<file path="src/rtl/ram_bus_arbiter_pkg.sv">
// Shared types and the byte-lane decode used by the SRAM bank arbiter.
// Lane n is byte offset n within the 32-bit word and maps to chip enable [3-n].
package ram_arb_pkg;

  typedef enum logic [2:0] {
    sIDLE     = 3'd0,
    sCPU_ACT  = 3'd1,
    sCPU_WAIT = 3'd2,
    sCPU_TERM = 3'd3,
    sDMA_ACT  = 3'd4,
    sDMA_WAIT = 3'd5,
    sDMA_DONE = 3'd6,
    sRECOV    = 3'd7
  } state_t;

  typedef enum logic {
    OWN_CPU = 1'b0,
    OWN_DMA = 1'b1
  } owner_t;

  localparam logic [1:0] SIZ_LONG  = 2'd0;
  localparam logic [1:0] SIZ_BYTE  = 2'd1;
  localparam logic [1:0] SIZ_WORD  = 2'd2;
  localparam logic [1:0] SIZ_3BYTE = 2'd3;

  // Active-low CE mask for a write: lanes from A up to the operand end, clipped at lane 3.
  function automatic logic [3:0] lane_mask(input logic [1:0] siz, input logic [1:0] a);
    logic [2:0] lo;
    logic [2:0] hi;
    logic [3:0] ce_n;
    lo = {1'b0, a};
    case (siz)
      SIZ_BYTE:  hi = lo;
      SIZ_WORD:  hi = lo + 3'd1;
      SIZ_3BYTE: hi = lo + 3'd2;
      default:   hi = 3'd3;
    endcase
    if (hi > 3'd3) hi = 3'd3;
    ce_n = 4'hF;
    for (int n = 0; n < 4; n++) begin
      if ((3'(n) >= lo) && (3'(n) <= hi)) ce_n[3-n] = 1'b0;
    end
    return ce_n;
  endfunction

endpackage

</file>
<file path="src/rtl/ram_bus_arbiter_if.sv">
// Request/strobe bundle between the bus masters, the SRAM bank and the arbiter.
interface ram_bus_arbiter_if;

  logic       cpuReq;
  logic       cpuRnW;
  logic [1:0] cpuSiz;
  logic [1:0] cpuA;
  logic [1:0] nDsackRam;
  logic       dmaReq;
  logic       dmaRnW;
  logic       dmaGnt;
  logic       dmaDone;
  logic       busSel;
  logic [3:0] nRamCE;
  logic       nRamOE;
  logic       nRamWE;

  modport slave (
    input  cpuReq, cpuRnW, cpuSiz, cpuA, dmaReq, dmaRnW,
    output nDsackRam, dmaGnt, dmaDone, busSel, nRamCE, nRamOE, nRamWE
  );

  modport master (
    output cpuReq, cpuRnW, cpuSiz, cpuA, dmaReq, dmaRnW,
    input  nDsackRam, dmaGnt, dmaDone, busSel, nRamCE, nRamOE, nRamWE
  );

endinterface

</file>
<file path="src/rtl/ram_bus_arbiter_lane_decode.sv">
// Combinational wrapper around lane_mask so the write lane decode stands alone.
module ram_lane_decode
  import ram_arb_pkg::*;
(
  input  logic [1:0] i_siz,
  input  logic [1:0] i_a,
  output logic [3:0] o_ce_n
);

  assign o_ce_n = lane_mask(i_siz, i_a);

endmodule

</file>
<file path="src/rtl/ram_bus_arbiter.sv">
// SRAM bank arbiter between the 68030 and the secondary master: round-robin grant,
// wait-state sequenced CE/OE/WE, 32-bit DSACK termination and a forced recovery gap.
module ram_bus_arbiter
  import ram_arb_pkg::*;
#(
  parameter int WAIT_STATES  = 2,
  parameter int RECOV_CYCLES = 1
) (
  input  logic              sysClk,
  input  logic              reset,
  ram_bus_arbiter_if.slave  bus
);

  localparam logic [2:0] WS = 3'(WAIT_STATES);
  localparam logic [2:0] RC = 3'(RECOV_CYCLES);

  state_t     r_state;
  owner_t     r_last;
  logic [2:0] r_cnt;
  logic [1:0] r_dsack_n;
  logic       r_dma_gnt;
  logic       r_dma_done;
  logic       r_bus_sel;
  logic [3:0] r_ce_n;
  logic       r_oe_n;
  logic       r_we_n;

  logic [3:0] w_lane_ce_n;
  logic [3:0] w_cpu_ce_n;

  ram_lane_decode u_lane_decode (
    .i_siz  (bus.cpuSiz),
    .i_a    (bus.cpuA),
    .o_ce_n (w_lane_ce_n)
  );

  // Reads enable every lane; the CPU picks its bytes off the 32-bit bus.
  assign w_cpu_ce_n = bus.cpuRnW ? 4'h0 : w_lane_ce_n;

  assign bus.nDsackRam = r_dsack_n;
  assign bus.dmaGnt    = r_dma_gnt;
  assign bus.dmaDone   = r_dma_done;
  assign bus.busSel    = r_bus_sel;
  assign bus.nRamCE    = r_ce_n;
  assign bus.nRamOE    = r_oe_n;
  assign bus.nRamWE    = r_we_n;

  always_ff @(posedge sysClk or posedge reset) begin
    if (reset) begin
      r_state    <= sIDLE;
      r_last     <= OWN_DMA;
      r_cnt      <= 3'd0;
      r_dsack_n  <= 2'b11;
      r_dma_gnt  <= 1'b0;
      r_dma_done <= 1'b0;
      r_bus_sel  <= 1'b0;
      r_ce_n     <= 4'hF;
      r_oe_n     <= 1'b1;
      r_we_n     <= 1'b1;
    end else begin
      case (r_state)
        sIDLE: begin
          if (bus.cpuReq && (!bus.dmaReq || (r_last == OWN_DMA))) begin
            r_state   <= sCPU_ACT;
            r_bus_sel <= 1'b0;
          end else if (bus.dmaReq) begin
            r_state   <= sDMA_ACT;
            r_dma_gnt <= 1'b1;
            r_bus_sel <= 1'b1;
          end
        end

        sCPU_ACT: begin
          if (!bus.cpuReq) begin
            r_state <= sRECOV;
            r_cnt   <= RC;
            r_ce_n  <= 4'hF;
            r_oe_n  <= 1'b1;
            r_we_n  <= 1'b1;
          end else begin
            r_ce_n  <= w_cpu_ce_n;
            r_oe_n  <= ~bus.cpuRnW;
            r_we_n  <= bus.cpuRnW;
            r_cnt   <= WS;
            r_state <= (WS == 3'd0) ? sCPU_TERM : sCPU_WAIT;
          end
        end

        sCPU_WAIT: begin
          if (!bus.cpuReq) begin
            r_state <= sRECOV;
            r_cnt   <= RC;
            r_ce_n  <= 4'hF;
            r_oe_n  <= 1'b1;
            r_we_n  <= 1'b1;
          end else if (r_cnt <= 3'd1) begin
            r_state <= sCPU_TERM;
          end else begin
            r_cnt <= r_cnt - 3'd1;
          end
        end

        // WE is released as DSACK goes out so the write ends before the CPU moves on.
        sCPU_TERM: begin
          r_last <= OWN_CPU;
          if (bus.cpuReq) begin
            r_dsack_n <= 2'b00;
            r_we_n    <= 1'b1;
          end else begin
            r_state   <= sRECOV;
            r_cnt     <= RC;
            r_dsack_n <= 2'b11;
            r_ce_n    <= 4'hF;
            r_oe_n    <= 1'b1;
            r_we_n    <= 1'b1;
          end
        end

        sDMA_ACT: begin
          r_ce_n  <= 4'h0;
          r_oe_n  <= ~bus.dmaRnW;
          r_we_n  <= bus.dmaRnW;
          r_cnt   <= WS;
          r_state <= (WS == 3'd0) ? sDMA_DONE : sDMA_WAIT;
        end

        sDMA_WAIT: begin
          if (r_cnt <= 3'd1) r_state <= sDMA_DONE;
          else               r_cnt   <= r_cnt - 3'd1;
        end

        sDMA_DONE: begin
          r_dma_done <= 1'b1;
          r_we_n     <= 1'b1;
          r_last     <= OWN_DMA;
          r_cnt      <= RC;
          r_state    <= sRECOV;
        end

        // Bus select drops with the grant so the mux never points at an idle master.
        sRECOV: begin
          r_dsack_n  <= 2'b11;
          r_dma_gnt  <= 1'b0;
          r_dma_done <= 1'b0;
          r_bus_sel  <= 1'b0;
          r_ce_n     <= 4'hF;
          r_oe_n     <= 1'b1;
          r_we_n     <= 1'b1;
          if (r_cnt <= 3'd1) r_state <= sIDLE;
          else               r_cnt   <= r_cnt - 3'd1;
        end

        default: begin
          r_state    <= sRECOV;
          r_cnt      <= RC;
          r_dsack_n  <= 2'b11;
          r_dma_gnt  <= 1'b0;
          r_dma_done <= 1'b0;
          r_bus_sel  <= 1'b0;
          r_ce_n     <= 4'hF;
          r_oe_n     <= 1'b1;
          r_we_n     <= 1'b1;
        end
      endcase
    end
  end

endmodule

</file>
<file path="src/flat_wrapper.sv">
// flat-port wrapper written by rule: the top's interface ports become plain ports
module ram_bus_arbiter_flat import ram_arb_pkg::*;
#(
  parameter int WAIT_STATES  = 2,
  parameter int RECOV_CYCLES = 1
)
  (sysClk, reset, bus_cpuReq, bus_cpuRnW, bus_cpuSiz, bus_cpuA, bus_dmaReq, bus_dmaRnW, bus_nDsackRam, bus_dmaGnt, bus_dmaDone, bus_busSel, bus_nRamCE, bus_nRamOE, bus_nRamWE);
  ram_bus_arbiter_if bus_i ();
  input  logic sysClk;
  input  logic reset;
  input wire logic [$bits(bus_i.cpuReq)-1:0] bus_cpuReq;
  input wire logic [$bits(bus_i.cpuRnW)-1:0] bus_cpuRnW;
  input wire logic [$bits(bus_i.cpuSiz)-1:0] bus_cpuSiz;
  input wire logic [$bits(bus_i.cpuA)-1:0] bus_cpuA;
  input wire logic [$bits(bus_i.dmaReq)-1:0] bus_dmaReq;
  input wire logic [$bits(bus_i.dmaRnW)-1:0] bus_dmaRnW;
  output wire logic [$bits(bus_i.nDsackRam)-1:0] bus_nDsackRam;
  output wire logic [$bits(bus_i.dmaGnt)-1:0] bus_dmaGnt;
  output wire logic [$bits(bus_i.dmaDone)-1:0] bus_dmaDone;
  output wire logic [$bits(bus_i.busSel)-1:0] bus_busSel;
  output wire logic [$bits(bus_i.nRamCE)-1:0] bus_nRamCE;
  output wire logic [$bits(bus_i.nRamOE)-1:0] bus_nRamOE;
  output wire logic [$bits(bus_i.nRamWE)-1:0] bus_nRamWE;
  assign bus_i.cpuReq = bus_cpuReq;
  assign bus_i.cpuRnW = bus_cpuRnW;
  assign bus_i.cpuSiz = bus_cpuSiz;
  assign bus_i.cpuA = bus_cpuA;
  assign bus_i.dmaReq = bus_dmaReq;
  assign bus_i.dmaRnW = bus_dmaRnW;
  assign bus_nDsackRam = bus_i.nDsackRam;
  assign bus_dmaGnt = bus_i.dmaGnt;
  assign bus_dmaDone = bus_i.dmaDone;
  assign bus_busSel = bus_i.busSel;
  assign bus_nRamCE = bus_i.nRamCE;
  assign bus_nRamOE = bus_i.nRamOE;
  assign bus_nRamWE = bus_i.nRamWE;
  ram_bus_arbiter #(.WAIT_STATES(WAIT_STATES), .RECOV_CYCLES(RECOV_CYCLES)) u_core (.sysClk(sysClk), .reset(reset), .bus(bus_i));
endmodule
</file>
<file path="config.mk">
export PLATFORM = sky130hd
export DESIGN_NAME = ram_bus_arbiter_flat
export DESIGN_NICKNAME = d
export VERILOG_FILES = /design/src/rtl/ram_bus_arbiter_pkg.sv /design/src/rtl/ram_bus_arbiter_if.sv /design/src/rtl/ram_bus_arbiter_lane_decode.sv /design/src/rtl/ram_bus_arbiter.sv /design/src/flat_wrapper.sv
export SDC_FILE = /design/constraint.sdc
export NUM_CORES = 1
export LEC_CHECK = 0
export CAP_MARGIN = 10
export CORE_MARGIN = 4
export CORE_UTILIZATION = 40
export CTS_CLUSTER_DIAMETER = 120
export DETAILED_ROUTE_END_ITERATION = 8
export PLACE_DENSITY = 0.65
export SLEW_MARGIN = 20
export SYNTH_ARGS = -nofsm -noshare
export SYNTH_HDL_FRONTEND = slang
export SYNTH_SLANG_ARGS = --single-unit
</file>
<file path="constraint.sdc">
create_clock -name sysClk -period 2.7 [get_ports sysClk]
set_input_delay 0.405 -clock sysClk [delete_from_list [all_inputs] [get_ports sysClk]]
set_output_delay 0.405 -clock sysClk [all_outputs]
set_load 0.05 [all_outputs]
</file>
# == Word-level counts from Yosys, hierarchy flattened ==
# Cells that the tools add are included.
# word_totals
out_inout_bits,11
word_cells,104
register_bits,18
inputBits,10
# op_classes
bitwise,2
n_eq_ne,19
n_reduce_logical,23
mux,38
n_lt_le_gt_ge,9
n_addsub,3
# op_table
cell,n
2-to-1 mux 3 bit,12
case mux 3 bit (8 select lines),1
case mux 3 bit (6 select lines),1
case mux 4 bit (4 select lines),1
== test 3 bit (second input constant),4
2-to-1 mux 4 bit,3
2-to-1 mux 1 bit,10
inequality test 2 bit (second input constant),5
case mux 3 bit (3 select lines),1
case mux 1 bit (2 select lines),4
case mux 1 bit (4 select lines),2
AND reduction 2 bit,4
nonzero test 2 bit,4
nonzero test 4 bit,2
== test 3 x 2 -> 1 bit (second input constant),2
less-or-equal comparator 1 x 3 -> 1 bit (first input constant),2
less-or-equal comparator 2 x 3 -> 1 bit (first input constant),2
inequality test 3 x 2 -> 1 bit (second input constant),2
nonzero test 6 bit,1
AND reduction 5 bit,1
== test 2 bit (second input constant),2
greater-or-equal comparator 1 x 2 -> 1 bit (first input constant),2
logical AND 1 bit,4
2-to-1 mux 2 bit,2
17 further kinds,20

# == Longest topological paths before layout ==
# Gate-level depths: netlist (run 1).
# depth
ltp_word,10
depth_mapped,6

# == Modules after synthesis ==
# From an unflattened synthesis (run 1), not the netlist that was laid out.
# hier_totals
cells_unflattened,135
area_unflattened_um2,1166.1
# modules_own_cells
mod,cells_each,n_inst,area_each_um2
ram_bus_arbiter,117,1,1013.5
ram_lane_decode,18,1,152.6

# == Worst setup path after synthesis (run 1) ==
# OpenSTA, ideal clock, no wires.
# synth_path
path_type,in2reg
startpoint,in bus_cpuA[0]
endpoint,reg u_core.r_ce_n[0] (netlist: u_core.bus.nRamCE[0])
arrival_ps,1264
cell_stages,5
setup_slack_ps,1357
path_cell_list,inv_1 > ha_1 > nor2b_1 > o311a_1 > o21ai_0
# synth_between
elab_chain_cells,9
# synth_rtl
element,line_no,source
from (decl),flat_wrapper.sv:14,input wire logic [$bits(bus_i.cpuA)-1:0] bus_cpuA;
adder 2 x 2 -> 3 bit or adder 2 x 1 -> 3 bit (tied branches),"ram_bus_arbiter_pkg.sv:35, ram_bus_arbiter_pkg.sv:34",
case mux 3 bit (3 select lines) *,ram_bus_arbiter_pkg.sv:32,case (siz)
greater-than comparator 3 x 2 -> 1 bit,ram_bus_arbiter_pkg.sv:38,if (hi > 3'd3) hi = 3'd3;
2-to-1 mux 3 bit *,ram_bus_arbiter_pkg.sv:38,
less-or-equal comparator 2 x 3 -> 1 bit *,ram_bus_arbiter_pkg.sv:41,if ((3'(n) >= lo) && (3'(n) <= hi)) ce_n[3-n] = 1'b0;
2-to-1 mux 1 bit *,ram_bus_arbiter_pkg.sv:41,
2-to-1 mux 4 bit *,ram_bus_arbiter.sv:38,assign w_cpu_ce_n = bus.cpuRnW ? 4'h0 : w_lane_ce_n;
2-to-1 mux 4 bit *,ram_bus_arbiter.sv:74,if (!bus.cpuReq) begin
case mux 4 bit (4 select lines) *,ram_bus_arbiter.sv:61,case (r_state)
to (signal assigned),ram_bus_arbiter.sv:81,r_ce_n <= w_cpu_ce_n;
to (decl),ram_bus_arbiter.sv:24,logic [3:0] r_ce_n;
# Every way passes the cells marked *; elsewhere a longest branch is shown, timed or not.
# A chain may end at the register's enable or synchronous reset.

# == Worst setup path in the final report (run 1) ==
# layout_path
startpoint,reg u_core.r_ce_n[0] (netlist: u_core.bus.nRamCE[0])
endpoint,out bus_nRamCE[0]
# layout_rtl
element,line_no,source
to (decl),flat_wrapper.sv:21,output wire logic [$bits(bus_i.nRamCE)-1:0] bus_nRamCE;
# No word-level cell between the ends.

==> results of run 1 <==
-- final cells by class --
cell class	count	area (um^2)
fillers	279	1420
inverters	12	45.0
flip-flops and latches	17	435
clock inverters	1	5.00
repair buffers	21	208
multi-input cells	107	676
well taps	31	38.8
clock buffers	3	22.5
-- metal layers --
metal | share of wire, % | vias to the layer above | track usage, %
li1 | - | 562 | -
met1 | 46 | 540 | 19.8
met2 | 46 | 29 | 24.3
met3 | 4.7 | 11 | 4.26
met4 | 2.8 | 0 | 7.28
met5 | 0 | - | 0
-- Yosys cell counts, drive strengths merged (2+ instances only) --
cell | n | area share, %
dfstp | 8 | 17
o22a | 2 | 1.4
o21ai | 18 | 7.3
nor2b | 3 | 1.5
a31oi | 4 | 2.0
nor3 | 2 | 0.81
nand2 | 9 | 2.9
a22oi | 2 | 1.2
o22ai | 3 | 1.5
nor2 | 16 | 4.9
nand3 | 2 | 0.81
inv | 12 | 3.6
ha | 5 | 5.1
dfrtp | 9 | 18
a311oi | 2 | 1.4
and3 | 2 | 1.0
nand2b | 4 | 2.6
a21oi | 10 | 4.0
a221oi | 3 | 2.1
buf | 10 | 6.6
-- where the power goes --
part           internal (mW)  total, mW  leakage [nW]  switching (mW)
Sequential             0.394      0.594         0.193           0.201
Clock                 0.0552      0.147        0.0177          0.0919
Combinational          0.390      0.973         0.384           0.584
-- placed cells by master, fill, tap and decap left out, types with 4 or more instances in the layout --
| master | count |
|---|---|
| nor2_1 | 16 |
| inv_1 | 10 |
| ha_1 | 5 |
| a31oi_1 | 4 |
| a21oi_1 | 10 |
| dfrtp_1 | 9 |
| o21ai_0 | 17 |
| dfstp_2 | 8 |
| nand2_1 | 8 |
| clkdlybuf4s50_1 | 20 |
-- registers in the layout, indices dropped and copies added, names as in the netlist --
register              count
u_core.bus.busSel         1
u_core.r_last             1
u_core.r_cnt              3
u_core.bus.dmaDone        1
u_core.bus.nRamCE         4
u_core.bus.nRamOE         1
u_core.bus.dmaGnt         1
u_core.r_state            3
u_core.bus.nRamWE         1
u_core.bus.nDsackRam      1
-- how the worst max path moves through the flow --
stage / start / to / cells past startpoint / slack [ns]
final: u_core.bus.nRamCE[0] / bus_nRamCE[0] / 1 / 0.61
after global routing: u_core.bus.nRamCE[0] / bus_nRamCE[0] / 1 / 0.55
after CTS: u_core.bus.nRamCE[0] / bus_nRamCE[0] / 1 / 0.60
after detailed placement: bus_cpuA[0] / u_core.bus.nRamCE[0] / 6 / 0.66
after global placement: bus_cpuA[0] / u_core.bus.nRamCE[0] / 6 / 0.75
after floorplan: bus_cpuA[0] / u_core.bus.nRamCE[0] / 5 / 1.36
-- through the flow --
stage	hold WS, ns	worst slack [ns]
detailed placement	0.483	0.664
floorplan	0.325	1.36
global route	0.542	0.548
CTS	0.509	0.603
global placement	0.461	0.748
finish	0.491	0.615
-- cells by family (layout without fill, tap and decap cells) --
kind of cell               Yosys count  after routing  synth area share (%)
and+or+nand+nor                     44             44                  18.0
buffers and inverters               22             37                  10.2
adders and majority gates            5              5                  5.06
AOI/OAI and AO/OA                   56             56                  30.0
xor gates and xnor gates             1              1                 0.708
muxes                                1              1                 0.809
DFF                                 17             17                  35.2
==> metrics.yaml, run 1 <==
floorplan:
  fp.coreArea_um2: 2850
  chipHeight_um: 63.6
  fp.dieW_um: 63.6
  ios: 21
  start_util_pct: 43.4
  rows: 19
  die-area_um2: 4050
worst_setup_path:
  worstSetupPathType: "flip-flop to output pin"
  rr_worst_depth: 4
  critPathMaxFanout: 4
  r2r_start: "u_core.r_state[1]"
  r2r-end: "u_core.r_cnt[2]"
  path_delay_family: "buffers and inverters"
  critPathRequiredTime_ns: 2.30
  cpMaxStageDelayCell: "clkdlybuf4s50_1"
  cp_data_arrival_time_ns: 1.68
  r2r_setup_slack_ns: 0.89
  timing.critical_path.from_type: "flip-flop"
  endpoint_kind: "output pin"
  crit_chain: "clkdlybuf4s50_1"
  path_buf_inv: 1
  cpPeakStageDelay_ns: 0.81
timing:
  fin_crit_sh_pct: 77.2
  clock_skew_ns: 0.00220
  fmax_ghz: 0.480
  slew_headroom_pct: 41.9
  rsz0062_at_grt: "false"
  final.setup.tns_ns: 0
  hold_viol: 0
  setup_viol: 0
  worstMarginPinSlew_ns: 0.871
  slew_violations: 0
  period_needed_ns: 2.09
clock_tree:
  post_cts_buffers: 0
  cts.sinks: 17
  ctsHoldBuffers: 0
  cts_tree: "yes"
  clk_latency_ns: 0.30
  cts_resized: 0
  cts-root-buf: "clkbuf_4"
  clk_pin_slew_ns: 0.11
  cts_made_buffers: 3
  cts.htree.levels: 1
  clockBufferDepth: 2
layout:
  final_core_util_pct: 50.1
  stdcell_area_um2: 1430
  fin_cells: 192
  layout.nets: 177
  antenna_cells: 0
  drive_above_1_share_pct: 11.2
  syn2layout_area_growth_pct: 15.6
power:
  leakage_nw: 0.595
  power.total_mw: 1.71
  power_density_nw_per_um2: 1200
  ir_drop_uv: 429
synthesis:
  yosysWarnings: 0
  synth_ff_type: "dfrtp_1"
  synth-seq-cells: 17
  syn_area_um2: 1240
  synth_cell_types: 46
  syn_nets: 161
  synth_edf_count: 0
  syn_avg_cell_area_um2: 8.48
  syn_inst: 146
  async_reset_ff_share_pct: 100
  yosysSeqAreaShare_pct: 35.2
place:
  dp_hpwl_um: 2080
  placed_area_um2: 1400
  port_buffers: 20
  globalplace.congestion: 0.792
  dp.cells: 188
route:
  viasPerCell: 5.95
  first_pass_iters: 4
  wl_um: 2950
  ant_nets: 0
  drt_iter0_drc: 53
  routedWlPerCell_um: 15.4
  drc: 0
  vias: 1142
grt:
  grt_max_degree: 29
  gr-usage-all-layers_pct: 15.6
  antenna_found_initial: 0
  grt_first_pass_wirelength_um: 5090
  overflow: 0
  first_global_vias: 1115
flow_run:
  drv_cap: 0
status:
  status: "finished clean"
hold_path:
  hp-class: "input pin to asynchronous set/reset pin"
Power figures use the tool's default switching activity.
==> run 2, diff against run 1 <==
- clock period: 2.7 -> 2 ns (I/O delays scaled with it)
==> run 2 against run 1 <==
  * Final cell count increased by 3.1%
  * Final area increased by 2.5%
  * Worst hold slack got worse by 0.19 ns
  * Global-route usage increased by 0.99 points
  * Clock skew increased by 0.0019 ns
  * Setup slack got worse by 0.56 ns
  * Sequential power increased by 24%
  * Critical path depth unchanged
  * Combinational power increased by 48%
  * Utilization increased by 1.3 points
  * First-iteration DRC count increased by 49%
  * Critical path type unchanged
==> metrics.yaml, run 2 (synthesis results as in run 1) <==
status:
  status: "finished clean"
timing:
  worstMarginPinSlew_ns: 0.533
  worst_slack_ns: 0.0520
  setup_viol: 0
  clock_skew_ns: 0.00408
  fin_crit_sh_pct: 97.4
  fmax_ghz: 0.513
  slew_headroom_pct: 64.5
  hold_viol: 0
  slew_violations: 0
  rsz0062_at_grt: "false"
  period_needed_ns: 1.95
  final.setup.tns_ns: 0
floorplan:
  rows: 19
  die-area_um2: 4050
  fp.coreArea_um2: 2850
  ios: 21
  fp.dieW_um: 63.6
  start_util_pct: 43.4
  chipHeight_um: 63.6
clock_tree:
  ctsHoldBuffers: 0
  cts.htree.levels: 1
  cts-root-buf: "clkbuf_4"
  cts_resized: 0
  clk_pin_slew_ns: 0.11
  cts_made_buffers: 3
  clockBufferDepth: 2
  clk_latency_ns: 0.30
  cts.sinks: 17
  post_cts_buffers: 0
  cts_tree: "yes"
worst_setup_path:
  path_buf_inv: 1
  path_delay_family: "buffers and inverters"
  cpMaxStageDelayCell: "clkdlybuf4s50_1"
  cpPeakStageDelay_ns: 0.80
  critPathMaxFanout: 3
  timing.critical_path.from_type: "flip-flop"
  worstSetupPathType: "flip-flop to output pin"
  cp_data_arrival_time_ns: 1.65
  crit_chain: "clkdlybuf4s50_1"
  endpoint_kind: "output pin"
  critPathRequiredTime_ns: 1.70
layout:
  drive_above_1_share_pct: 16.2
  stdcell_area_um2: 1470
  mostFrequentLayoutCell: "o21ai_0"
  final_cell_mix: "o21ai_0, nor2_1, clkdlybuf4s50_1"
  syn2layout_area_growth_pct: 18.5
  antenna_cells: 0
  layout.nets: 183
  largest_reg_flops: 4
  final_core_util_pct: 51.4
route:
  vias: 1175
  drc: 0
  drt_iter0_drc: 79
  wl_um: 3130
  routedWlPerCell_um: 15.8
  viasPerCell: 5.93
  first_pass_iters: 5
  ant_nets: 0
place:
  dp_hpwl_um: 2340
  port_buffers: 20
  placed_area_um2: 1440
  place_ws_ns: 0.124
  globalplace.congestion: 0.789
hold_path:
  hp-class: "input pin to asynchronous set/reset pin"
flow_run:
  drv_cap: 0
grt:
  first_global_vias: 1188
  antenna_found_initial: 0
  gr-usage-all-layers_pct: 16.6
  grt_first_pass_wirelength_um: 5460
  grt_max_degree: 18
  overflow: 0
power:
  power_density_nw_per_um2: 1620
  ir_drop_uv: 831
  leakage_nw: 0.623
-- run 2: cell count changes in the layout (fill, tap and decap cells not counted), sizes merged --
cell | before | now
clkinv | 1 | 0
dlymetal6s2s | 0 | 1
buf | 1 | 11
clkbuf | 3 | 4
clkdlybuf4s50 | 20 | 15
-- run 2: layout make-up --
type                       instances  area, um^2
sequential                        17         435
fill                             271        1390
inverter                          12        45.0
tap                               31        38.8
timing repair buffer              27         245
multi-input combinational        107         676
clock buffer                       4        26.3
-- run 2: power by group --
part | leakage, nW | internal, mW | switching [mW] | total, mW
sequential | 0.193 | 0.534 | 0.202 | 0.735
combinational | 0.415 | 0.561 | 0.878 | 1.44
clock | 0.0150 | 0.0777 | 0.118 | 0.195
-- run 2: per-layer routing --
layer,part of all wire [%],track usage (%)
met2,52,28.7
met4,0.57,3.77
met3,4.2,3.55
met1,43,20.9
met5,0,0
-- run 2: metrics by stage --
step                      cells  power (mW)  hold slack, ns
after global routing        198        2.58           0.331
after CTS                   198        2.38           0.305
final                       198        2.37           0.303
after detailed placement    194        2.18           0.483
after global placement      194        2.14           0.461
after floorplan             146        1.84           0.220
-- run 2: worst paths after layout --
kind | start | end | slack, ns | depth (start not counted)
max | u_core.bus.nDsackRam[0] | bus_nDsackRam[1] | 0.05 | 1
min | reset | u_core.bus.dmaGnt | 0.30 | 3
max in group asynchronous | reset | u_core.bus.nDsackRam[0] | 1.43 | 3
max reg2reg | u_core.r_cnt[1] | u_core.r_state[1] | 0.42 | 5
min in group sysClk | u_core.bus.dmaDone | u_core.bus.dmaDone | 0.51 | 2
min reg2reg | u_core.bus.dmaDone | u_core.bus.dmaDone | 0.51 | 2
==> run 3, diff against run 2 <==
- CAP_MARGIN: 10 -> 0
- CORE_UTILIZATION: 40 -> 25
- PLACE_DENSITY: 0.65 -> 0.46
==> run 3 against run 2 <==
  * Die area rose by 52%
  * Clock power is 45% higher
  * Final area up 4.4%
  * Utilization is 19 points lower
  * Worst hold slack gained 0.047 ns
  * Sequential share of layout area decreased by 1.3 points
  * Via count shrank 1.4%
  * Register-to-register slack worse by 0.02 ns
  * Total power up 4.6%
  * Sequential power is 2% higher
  * Non-clock buffer count increased by 1
  * Count of clock-buffer cells in the layout down 1
  * Largest cell class unchanged
==> metrics.yaml, run 3 (synthesis results as in run 1) <==
floorplan:
  chipHeight_um: 78.4
  fp.dieW_um: 78.4
  rows: 25
  ios: 21
  fp.coreArea_um2: 4750
  start_util_pct: 26.0
  die-area_um2: 6140
layout:
  final_cell_mix: "o21ai_0, nor2_1, clkdlybuf4s50_1, buf_4"
  drive_above_1_share_pct: 18.5
  multi_input_area_um2: 676
  fillerInstances: 529
  largest_reg_flops: 4
  mostFrequentLayoutCell: "o21ai_0"
  final_core_util_pct: 32.2
  syn2layout_area_growth_pct: 23.8
  layout.nets: 184
  register_area_um2: 435
  antenna_cells: 0
route:
  routedWlPerCell_um: 14.8
  first_pass_iters: 4
  drc: 0
  ant_nets: 0
  viasPerCell: 4.93
  vias: 1158
  wl_um: 3490
  drt_iter0_drc: 64
status:
  status: "finished clean"
worst_setup_path:
  worstSetupPathType: "flip-flop to output pin"
  endpoint_kind: "output pin"
  cpMaxStageDelayCell: "clkdlybuf4s50_1"
  r2r_setup_slack_ns: 0.40
  critPathRequiredTime_ns: 1.70
  rr_worst_depth: 5
  critPathMaxFanout: 2
  r2r_start: "u_core.r_state[2]"
  timing.critical_path.from_type: "flip-flop"
  r2r-end: "u_core.r_cnt[0]"
  path_buf_inv: 1
  path_delay_family: "buffers and inverters"
  crit_chain: "clkdlybuf4s50_1"
  crit_start: "u_core.bus.nRamOE"
  cpPeakStageDelay_ns: 0.80
  cp_data_arrival_time_ns: 1.59
timing:
  clock_skew_ns: 0.00829
  fin_crit_sh_pct: 94.7
  worstMarginPinSlew_ns: 0.599
  period_needed_ns: 1.89
  slew_headroom_pct: 60.0
  setup_viol: 0
  hold_viol: 0
  final.setup.tns_ns: 0
  rsz0062_at_grt: "false"
  slew_violations: 0
  whs_ns: 0.349
  fmax_ghz: 0.528
hold_path:
  hp-class: "input pin to asynchronous set/reset pin"
place:
  port_buffers: 20
  globalplace.congestion: 0.805
  dp_hpwl_um: 2560
clock_tree:
  cts_tree: "yes"
  post_cts_buffers: 0
  clockBufferDepth: 2
  cts_made_buffers: 3
  cts.sinks: 17
  clk_latency_ns: 0.27
  cts-root-buf: "clkbuf_8"
  cts_resized: 0
  clk_pin_slew_ns: 0.08
  cts.htree.levels: 1
  ctsHoldBuffers: 0
power:
  ir_drop_uv: 557
  power.total_mw: 2.48
  leakage_nw: 0.636
  power_density_nw_per_um2: 1620
grt:
  first_global_vias: 1209
  gr-usage-all-layers_pct: 12.2
  grt_max_degree: 18
  grt_first_pass_wirelength_um: 5850
  antenna_found_initial: 0
  overflow: 0
flow_run:
  drv_cap: 0
==> run 3: report_power, final <==
group / internal (mW) / total [mW] / switching [mW]
clock network: 0.139 / 0.282 / 0.143
logic: 0.556 / 1.45 / 0.893
registers: 0.534 / 0.748 / 0.215
total: 1.23 / 2.48 / 1.25
==> run 3: tightest hold or removal path, cell delays in order <==
cell and delay [ns]:
clkdlybuf4s50_1 0.39, inv_1 0.05, buf_4 0.25
==> run 3: metal layers <==
metal,track usage [%],routed length (um),vias to the layer above,part of all wire (%)
li1,-,-,580,-
met1,14.9,1690,552,48
met2,19.9,1640,20,47
met3,2.18,83,6,2.4
met4,7.34,73,0,2.1
met5,0,0,-,0
==> run 3: layout make-up <==
cell class                      instances  share of cell area (%)
Multi-Input combinational cell        107                    44.1
Inverter                               12                    2.94
Sequential cell                        17                    28.4
Clock inverter                          1                   0.327
Clock buffer                            3                    2.70
Tap cell                               67                    5.47
Timing Repair Buffer                   28                    16.0
==> run 3: worst max-delay path by stage <==
stage,cells after the start,end,slack (ns)
4_1_cts,1,bus_nRamOE,0.09
6_report,1,bus_nRamOE,0.11
5_1_grt,1,bus_nRamOE,0.07
3_5_place_dp,6,u_core.bus.nRamCE[0],0.08
3_3_place_gp,6,u_core.bus.nRamCE[0],0.15
2_1_floorplan,6,u_core.r_cnt[0],0.66
==> run 3: per-stage QoR <==
| step | std cells | worst slack (ns) | cell area [um^2] |
|---|---|---|---|
| floorplan | 146 | 0.665 | 1240 |
| global placement | 231 | 0.152 | 1490 |
| detailed placement | 231 | 0.0827 | 1490 |
| CTS | 235 | 0.0911 | 1530 |
| global route | 235 | 0.0690 | 1530 |
| finish | 235 | 0.106 | 1530 |
